## src/rtl/timer_pkg.sv

```systemverilog
// Shared definitions for the timer MMIO control front end: register map,
// CTRL/STATUS bit positions, FSM encoding and register-image helpers.
package timer_pkg;

    localparam logic [3:0] TIMER_CTRL_OFS   = 4'h0;
    localparam logic [3:0] TIMER_LOAD_OFS   = 4'h4;
    localparam logic [3:0] TIMER_STATUS_OFS = 4'h8;

    localparam int unsigned CTRL_ENABLE_BIT    = 0;
    localparam int unsigned CTRL_PERIODIC_BIT  = 1;
    localparam int unsigned CTRL_IRQ_EN_BIT    = 2;
    localparam int unsigned STATUS_PENDING_BIT = 0;
    localparam int unsigned STATUS_RUNNING_BIT = 1;

    typedef enum logic [1:0] {
        ST_IDLE   = 2'd0,
        ST_ARM    = 2'd1,
        ST_RUN    = 2'd2,
        ST_EXPIRE = 2'd3
    } timer_ctrl_state_e;

    // Assemble the CTRL read image; unused bits read as zero.
    function automatic logic [31:0] ctrl_word(input logic enable,
                                              input logic periodic,
                                              input logic irq_en);
        logic [31:0] w;
        w                    = 32'd0;
        w[CTRL_ENABLE_BIT]   = enable;
        w[CTRL_PERIODIC_BIT] = periodic;
        w[CTRL_IRQ_EN_BIT]   = irq_en;
        return w;
    endfunction

    // Assemble the STATUS read image; unused bits read as zero.
    function automatic logic [31:0] status_word(input logic pending,
                                                input logic running);
        logic [31:0] w;
        w                     = 32'd0;
        w[STATUS_PENDING_BIT] = pending;
        w[STATUS_RUNNING_BIT] = running;
        return w;
    endfunction

endpackage

```

## src/rtl/timer_mmio_ctrl.sv

```systemverilog
// Register file and arm/expire FSM in front of digitalTimer.
// Optional auto-reload is compiled in with `define TIMER_PERIODIC_EN.
module timer_mmio_ctrl
    import timer_pkg::*;
#(
    parameter int ADDR_W = 4
) (
    input  logic              clk,
    input  logic              rst,
    input  logic              bus_req,
    input  logic              bus_we,
    input  logic [ADDR_W-1:0] bus_addr,
    input  logic [31:0]       bus_wdata,
    output logic              bus_ready,
    output logic [31:0]       bus_rdata,
    output logic [31:0]       timer_set_val,
    output logic              set_timer,
    input  logic              timer_is_high,
    output logic              irq
);

    timer_ctrl_state_e state_r;
    timer_ctrl_state_e state_nxt_s;

    logic        enable_r;
    logic        periodic_r;
    logic        irq_en_r;
    logic        pending_r;
    logic [31:0] load_r;

    logic        enable_req_s;
    logic        enable_nxt_s;
    logic        periodic_nxt_s;
    logic        irq_en_nxt_s;
    logic        pending_nxt_s;
    logic [31:0] load_nxt_s;
    logic        set_pend_s;

    logic        bus_ready_r;
    logic [31:0] bus_rdata_r;
    logic        set_timer_r;
    logic [31:0] timer_set_val_r;
    logic        irq_r;

    logic [ADDR_W-1:0] addr_word_s;
    logic              ctrl_sel_s;
    logic              load_sel_s;
    logic              status_sel_s;
    logic              ctrl_wr_s;
    logic              load_wr_s;
    logic              status_wr_s;
    logic              rd_s;
    logic              running_s;
    logic              arm_s;
    logic [31:0]       rdata_mux_s;

    // Word-aligned address decode; the two byte-lane bits are masked off.
    assign addr_word_s  = bus_addr & ~ADDR_W'(2'b11);
    assign ctrl_sel_s   = (addr_word_s == ADDR_W'(TIMER_CTRL_OFS));
    assign load_sel_s   = (addr_word_s == ADDR_W'(TIMER_LOAD_OFS));
    assign status_sel_s = (addr_word_s == ADDR_W'(TIMER_STATUS_OFS));
    assign ctrl_wr_s    = bus_req & bus_we & ctrl_sel_s;
    assign load_wr_s    = bus_req & bus_we & load_sel_s;
    assign status_wr_s  = bus_req & bus_we & status_sel_s;
    assign rd_s         = bus_req & ~bus_we;
    assign running_s    = (state_r != ST_IDLE);
    assign enable_req_s = ctrl_wr_s ? bus_wdata[CTRL_ENABLE_BIT] : enable_r;

    // Next values of the software-visible configuration fields.
    always_comb begin
        load_nxt_s     = load_r;
        irq_en_nxt_s   = irq_en_r;
        periodic_nxt_s = periodic_r;
        if (load_wr_s) begin
            load_nxt_s = bus_wdata;
        end else begin
            load_nxt_s = load_r;
        end
        if (ctrl_wr_s) begin
            irq_en_nxt_s = bus_wdata[CTRL_IRQ_EN_BIT];
`ifdef TIMER_PERIODIC_EN
            periodic_nxt_s = bus_wdata[CTRL_PERIODIC_BIT];
`else
            periodic_nxt_s = 1'b0;
`endif
        end else begin
            irq_en_nxt_s   = irq_en_r;
            periodic_nxt_s = periodic_r;
        end
    end

    // Arm/run/expire sequencing; enable is owned here since the FSM may clear it.
    always_comb begin
        state_nxt_s  = state_r;
        enable_nxt_s = enable_req_s;
        set_pend_s   = 1'b0;
        case (state_r)
            ST_IDLE: begin
                // A zero reload value would never expire, so refuse to enable.
                if (ctrl_wr_s && bus_wdata[CTRL_ENABLE_BIT] && (load_r != 32'd0)) begin
                    state_nxt_s  = ST_ARM;
                    enable_nxt_s = 1'b1;
                end else begin
                    state_nxt_s  = ST_IDLE;
                    enable_nxt_s = 1'b0;
                end
            end
            ST_ARM: begin
                if (enable_req_s) begin
                    state_nxt_s = ST_RUN;
                end else begin
                    state_nxt_s = ST_IDLE;
                end
            end
            ST_RUN: begin
                // Disable beats a coincident expiry: no pending for a cancelled run.
                if (!enable_req_s) begin
                    state_nxt_s = ST_IDLE;
                end else if (timer_is_high) begin
                    state_nxt_s = ST_EXPIRE;
                    set_pend_s  = 1'b1;
                end else begin
                    state_nxt_s = ST_RUN;
                end
            end
            ST_EXPIRE: begin
                if (enable_req_s && periodic_nxt_s && (load_r != 32'd0)) begin
                    state_nxt_s  = ST_ARM;
                    enable_nxt_s = 1'b1;
                end else begin
                    state_nxt_s  = ST_IDLE;
                    enable_nxt_s = 1'b0;
                end
            end
            default: begin
                state_nxt_s  = ST_IDLE;
                enable_nxt_s = 1'b0;
            end
        endcase
    end

    // Sticky pending flag: expiry set has priority over the write-1 clear.
    always_comb begin
        pending_nxt_s = pending_r;
        if (set_pend_s) begin
            pending_nxt_s = 1'b1;
        end else if (status_wr_s && bus_wdata[STATUS_PENDING_BIT]) begin
            pending_nxt_s = 1'b0;
        end else begin
            pending_nxt_s = pending_r;
        end
    end

    // Read data multiplexer; unmapped words read zero.
    always_comb begin
        rdata_mux_s = 32'd0;
        case (1'b1)
            ctrl_sel_s:   rdata_mux_s = ctrl_word(enable_r, periodic_r, irq_en_r);
            load_sel_s:   rdata_mux_s = load_r;
            status_sel_s: rdata_mux_s = status_word(pending_r, running_s);
            default:      rdata_mux_s = 32'd0;
        endcase
    end

    assign arm_s = (state_nxt_s == ST_ARM);

    // State and register storage.
    always_ff @(posedge clk or negedge rst) begin
        if (!rst) begin
            state_r    <= ST_IDLE;
            enable_r   <= 1'b0;
            periodic_r <= 1'b0;
            irq_en_r   <= 1'b0;
            pending_r  <= 1'b0;
            load_r     <= 32'd0;
        end else begin
            state_r    <= state_nxt_s;
            enable_r   <= enable_nxt_s;
            periodic_r <= periodic_nxt_s;
            irq_en_r   <= irq_en_nxt_s;
            pending_r  <= pending_nxt_s;
            load_r     <= load_nxt_s;
        end
    end

    // Registered outputs; irq and set_timer are computed from next-state so
    // they line up with the cycle in which the underlying state becomes visible.
    always_ff @(posedge clk or negedge rst) begin
        if (!rst) begin
            bus_ready_r     <= 1'b0;
            bus_rdata_r     <= 32'd0;
            set_timer_r     <= 1'b0;
            timer_set_val_r <= 32'd0;
            irq_r           <= 1'b0;
        end else begin
            bus_ready_r     <= bus_req;
            bus_rdata_r     <= rd_s ? rdata_mux_s : 32'd0;
            set_timer_r     <= arm_s;
            timer_set_val_r <= arm_s ? load_r : timer_set_val_r;
            irq_r           <= pending_nxt_s & irq_en_nxt_s;
        end
    end

    assign bus_ready     = bus_ready_r;
    assign bus_rdata     = bus_rdata_r;
    assign set_timer     = set_timer_r;
    assign timer_set_val = timer_set_val_r;
    assign irq           = irq_r;

endmodule

```

## config.mk

```make
export PLATFORM = sky130hd
export DESIGN_NAME = timer_mmio_ctrl
export DESIGN_NICKNAME = d
export VERILOG_FILES = /design/src/rtl/timer_pkg.sv /design/src/rtl/timer_mmio_ctrl.sv
export SDC_FILE = /design/constraint.sdc
export NUM_CORES = 1
export LEC_CHECK = 0
export CAP_MARGIN = 20
export CORE_MARGIN = 8
export CORE_UTILIZATION = 32
export CTS_CLUSTER_SIZE = 24
export DETAILED_ROUTE_END_ITERATION = 10
export GPL_ROUTABILITY_DRIVEN = 1
export PLACE_DENSITY = 0.58
export RECOVER_POWER = 100
export SLEW_MARGIN = 20
export SYNTH_ARGS = -nofsm -noshare
export SYNTH_HDL_FRONTEND = slang
export SYNTH_SLANG_ARGS = --single-unit
```

## constraint.sdc

```tcl
create_clock -name clk -period 1.7 [get_ports clk]
set_input_delay 0.425 -clock clk [delete_from_list [all_inputs] [get_ports clk]]
set_output_delay 0.425 -clock clk [all_outputs]
set_load 0.02 [all_outputs]
```

* After elaboration in Yosys (flattened, before gate mapping)
Cells that the tools add are included.
** Word-level totals
- Logic and storage cells :: 54
- Input port bits :: 41
- Register bits after elaboration :: 105
- Output and inout bits :: 67
** Cells by class
- Bitwise operators :: 7
- Reduce and logical (&&, ||, !) cells :: 9
- Mux-type cells :: 21
- Equal/unequal tests :: 6
** Operators with widths (count)
- $mux 32 :: 3
- $reduce_bool 32->1 :: 1
- $mux 1 :: 13
- $pmux 2 s4 :: 1
- $and 1x1->1 :: 6
- $eq 2x1->1 const B :: 3
- $eq 2x2->1 const B :: 3
- $mux 2 :: 3
- $logic_and 1x1->1 :: 5
- $logic_not 4->1 :: 1
- $logic_not 2->1 :: 1
- $pmux 1 s2 :: 1
- $reduce_bool 2->1 :: 1
- $not 1->1 :: 1

* Depth between registers and ports, before layout
- Depth after elaboration :: 8
- Mapped depth :: 9
- Gate-level depth less buffers :: 7

* Worst setup path after synthesis
Ideal clock, no wire load.
- Path kind :: input port to flip-flop
- From :: in bus_addr[3]
- To :: reg timer_set_val_r[22] (netlist: timer_set_val[22])
- Path buffers :: 3
- Arrival :: 2043 ps
- Library setup time :: 125 ps
- Setup slack :: -468 ps
- Data required time :: 1575 ps
- Stages :: 9
- Cell sequence :: buf_2 and4bb_4 mux2_4 nand3_2 a22oi_2 nand2b_1 buf_6 buf_8 mux2_4
** Between the ends
- Longest elaborated chain between the ends :: 8
- Elaborated cells on any way between the ends :: 14
- Classes of those cells :: 1 x eq/ne; 7 x mux; 1 x bitwise; 5 x reduce/logical
** Ends and longest elaborated chain
- from (decl) :: line timer_mmio_ctrl.sv:12 : input logic [ADDR_W-1:0] bus_addr,
- $logic_not 4->1 (*) :: line timer_mmio_ctrl.sv:59 : assign ctrl_sel_s = (addr_word_s == ADDR_W'(TIMER_CTRL_OFS));
- $and 1x1->1 (*) :: line timer_mmio_ctrl.sv:62 : assign ctrl_wr_s = bus_req & bus_we & ctrl_sel_s;
- $mux 1, on equally long branches :: line timer_mmio_ctrl.sv:67, timer_mmio_ctrl.sv:79
- $logic_and 1x1->1 (2 in a row) :: line timer_mmio_ctrl.sv:127 : if (enable_req_s && periodic_nxt_s && (load_r != 32'd0)) begin
- $mux 1 :: line timer_mmio_ctrl.sv:127
- $pmux 2 s4 (*) :: line timer_mmio_ctrl.sv:97 : case (state_r)
- net state_nxt_s[0] :: line timer_mmio_ctrl.sv:23 : timer_ctrl_state_e state_nxt_s;
- $eq 2x1->1 (*) :: line timer_mmio_ctrl.sv:165 : assign arm_s = (state_nxt_s == ST_ARM);
- to (signal assigned) :: line timer_mmio_ctrl.sv:199 : timer_set_val_r <= arm_s ? load_r : timer_set_val_r;
- to (decl) :: line timer_mmio_ctrl.sv:42 : logic [31:0] timer_set_val_r;
Mark *: on every way through the listed nets, which the timed path passes. The rest lies on a longest branch.
A chain may end at the register's enable or synchronous reset.

* Final worst setup path
- From :: reg load_r[20]
- To :: reg timer_set_val_r[18] (netlist: timer_set_val[18])
** Between the ends
- Longest elaborated chain between the ends :: 5
- Elaborated cells on any way between the ends :: 7
- Classes of those cells :: 1 x eq/ne; 3 x mux; 3 x reduce/logical
** Ends and longest elaborated chain
- from (decl) :: line timer_mmio_ctrl.sv:29 : logic [31:0] load_r;
- from (signal assigned) :: line timer_mmio_ctrl.sv:182 : load_r <= load_nxt_s;
- $reduce_bool 32->1 (*) :: line timer_mmio_ctrl.sv:100, timer_mmio_ctrl.sv:127
- $logic_and 1x1->1, on equally long branches :: line timer_mmio_ctrl.sv:127, timer_mmio_ctrl.sv:100
- $mux 1, on equally long branches :: line timer_mmio_ctrl.sv:127, timer_mmio_ctrl.sv:100
- $pmux 2 s4 (*) :: line timer_mmio_ctrl.sv:97
- net state_nxt_s[0] :: line timer_mmio_ctrl.sv:23
- $eq 2x1->1 (*) :: line timer_mmio_ctrl.sv:165
Marked as above.

==> results.cfg <==
[sta]
fin_skew_ns = 0.006123
slew_headroom_pct = 5.576
fin_ws_ns = -0.4773
layout_worst_path_cycle_share_pct = 128.1
worstMarginPinSlew_ns = 1.416
hold_violations = 0
maxClockFrequency_mhz = 459.3
final-max-slew-violation-count = 0
min_period_ns = 2.177
finalSetupViolCount = 34
rsz0062_at_grt = yes

[logic_synthesis]
synth-edff-count = 0
syn_area_sq_um = 4110
ys_types = 33
ys_seq_elements = 105
synth.largest_area_cell = dfrtp_1
syn_inst = 263
yosysWarnings = 0
syn_nets = 308
yosysSeqAreaShare_pct = 63.93
synthTopCellsByCount = 105 x dfrtp_1, 33 x mux2_2, 30 x and2_1, 30 x mux2_4, 8 x nor4_1
synth_area_leaders = dfrtp_1 64%, mux2_4 11%, mux2_2 9.0%
yosysTopAreaCellShare_pct = 63.93
postSynthAreaPerCell_sq_um = 15.63
async_reset_ff_share_pct = 100.0
synth_flop_cell = dfrtp_1
yosysMostFrequentCell = dfrtp_1

[floorplan]
start_util_pct = 32.70
core-area_sq_um = 12570
die_y_um = 129.3
dieArea_sq_um = 16730
fp.dieW_um = 129.3
fp-row-count = 41
ios = 108

[cts]
clockBufferDepth = 2
clkSinkCount = 105
cts_tree = yes
htreeDepth = 3
cts_buffers = 9
cts_hold_buffers = 0
clockRootBuffer = clkbuf_16
clk_latency_ns = 0.34
cts.clk_slew.worst_paths_ns = 0.07

[pwr]
p_clk_share_pct = 34.0
switching_share_pct = 24.35
p_sw_w = 0.001374
p_per_area_nw_per_um2 = 957.9
p_comb_share_pct = 15.6
ir_worst_vdd_v = 0.0004882
pwr-share-seq_pct = 50.4
p_leak_nw = 3.099
internal_power_w = 0.004269

[detailed_routing]
final_antenna_net_count = 0
vias = 2546
drt_wl_total_um = 9651
wl_per_cell_um = 16.09
drt-initial-drc-count = 65
drc_errors = 0
drtPass1Iterations = 4
drt-vias-per-instance = 4.243

[setup_path]
cp-start-kind = register
required_ns = 1.92
arrival_ns = 2.40
critPathMaxFanout = 15
worstSetupPathType = register to register
r2r_cells = 8
end_kind = register

[cells_and_area]
area_growth_syn_to_layout_pct = 43.35
layout-drive-gt1-share_pct = 32.71
nNetsFinal = 468
final_util_pct = 46.88
final_area_sq_um = 5892
diodes = 0
fillers = 1170

[grt]
grt_max_degree = 48
overflow = 0
grt_pass1_vias = 2857
antenna_found_initial = 0
grt_use_total_pct = 11.87
grt_pass1_wl_um = 15280

[placed_design]
io_buffers = 105
gp_congestion = 0.7520
dp_hpwl_um = 6866
place_area_sq_um = 5769

[flow_run]
cap_violations = 0

[worst_hold_path]
min_path_type = input pin to asynchronous set/reset pin

[outcome]
violations = negative setup slack
outcome = finished, violations left
==> critical path, cell delays in order, from the launching register on <==
cell	delay (ns)
dfrtp_1	0.40
nor4_2	0.29
buf_4	0.16
nand4_1	0.19
o22ai_2	0.27
a22oi_2	0.13
nand2b_4	0.13
buf_12	0.18
mux2_4	0.31
==> stage by stage <==
step                      hold slack [ns]  setup slack [ns]  power [W]  std cells  TNS [ns]
final                              0.4083           -0.4773   0.005644        600    -14.71
after global routing               0.4355           -0.5771   0.005948        600    -19.80
after CTS                        0.001443           -0.4822   0.005764        599    -14.78
after detailed placement           0.3689           -0.8075   0.003810        582    -40.55
after global placement             0.3691           -0.7849   0.003791        582    -38.64
after floorplan                    0.1294           -0.4573   0.003201        263    -14.23
==> path summary, 6_finish.rpt <==
| kind | from | to | slack (ns) |
|---|---|---|---|
| setup reg to reg | load_r[20] | timer_set_val[18] | -0.48 |
| min in group clk | bus_addr[3] | bus_rdata[2] | 0.43 |
| hold / removal | rst | bus_rdata[2] | 0.41 |
| setup / recovery | load_r[20] | timer_set_val[18] | -0.48 |
| hold reg to reg | timer_set_val[23] | timer_set_val[23] | 0.51 |
| max in group asynchronous | rst | bus_rdata[15] | 0.31 |
==> logic make-up after synthesis <==
logic type / synth area share, %
and+or+nand+nor: 9.133
adders and majority gates: 1.218
AOI/OAI and AO/OA: 1.157
DFF: 63.93
buffers and inverters: 3.013
muxes: 21.55
==> power groups by stage <==
stage / logic [W] / clock network (W) / registers [W]
after global routing: 0.000966 / 0.00211 / 0.00288
after CTS: 0.000926 / 0.00199 / 0.00285
after global placement: 0.000914 / 0 / 0.00288
after floorplan: 0.000262 / 0 / 0.00294
after detailed placement: 0.000929 / 0 / 0.00288
final: 0.000879 / 0.00192 / 0.00285
==> metal layers <==
metal	vias up	GRT usage, %	wire [um]
met5	-	0	0
li1	1224	-	-
met2	64	20.44	4813
met4	0	2.695	62
met3	5	4.067	551
met1	1253	13.95	4224
==> cell type report <==
type | count | area [sq um] | area share [%]
multi-input cells | 141 | 1411 | 23.95
flip-flops and latches | 105 | 2628 | 44.60
clock buffers | 11 | 242.7 | 4.120
clock inverters | 5 | 31.28 | 0.5309
well taps | 172 | 215.2 | 3.653
inverters | 5 | 18.77 | 0.3185
repair buffers | 161 | 1345 | 22.83
==> layout by cell type, fill, tap and decap left out, types with 3 or more instances in the layout <==
| cell type | count |
|---|---|
| and2_1 | 30 |
| buf_4 | 42 |
| clkbuf_1 | 18 |
| clkbuf_16 | 9 |
| clkbuf_2 | 3 |
| clkdlybuf4s50_1 | 34 |
| clkinv_2 | 3 |
| dfrtp_1 | 105 |
| dlygate4sd2_1 | 56 |
| ha_1 | 4 |
| inv_1 | 4 |
| mux2_2 | 33 |
| mux2_4 | 32 |
| mux2i_1 | 3 |
| nand4_1 | 3 |
| nor2_1 | 7 |
| nor4_1 | 5 |
==> what timing repair did <==
item                       in CTS  in global routing
setup endpoints to repair      89                 45
pin swaps                       1                  3
resized for setup              64                 17
buffers inserted                1                  1
cloned                          0                  0
==> state kept, by name (all words and copies together), names as in the netlist <==
register / count
bus_rdata: 32
bus_ready: 1
enable_r: 1
irq: 1
irq_en_r: 1
load_r: 32
pending_r: 1
periodic_r: 1
set_timer: 1
state_r: 2
timer_set_val: 32
(Power assumes the default switching activity.)
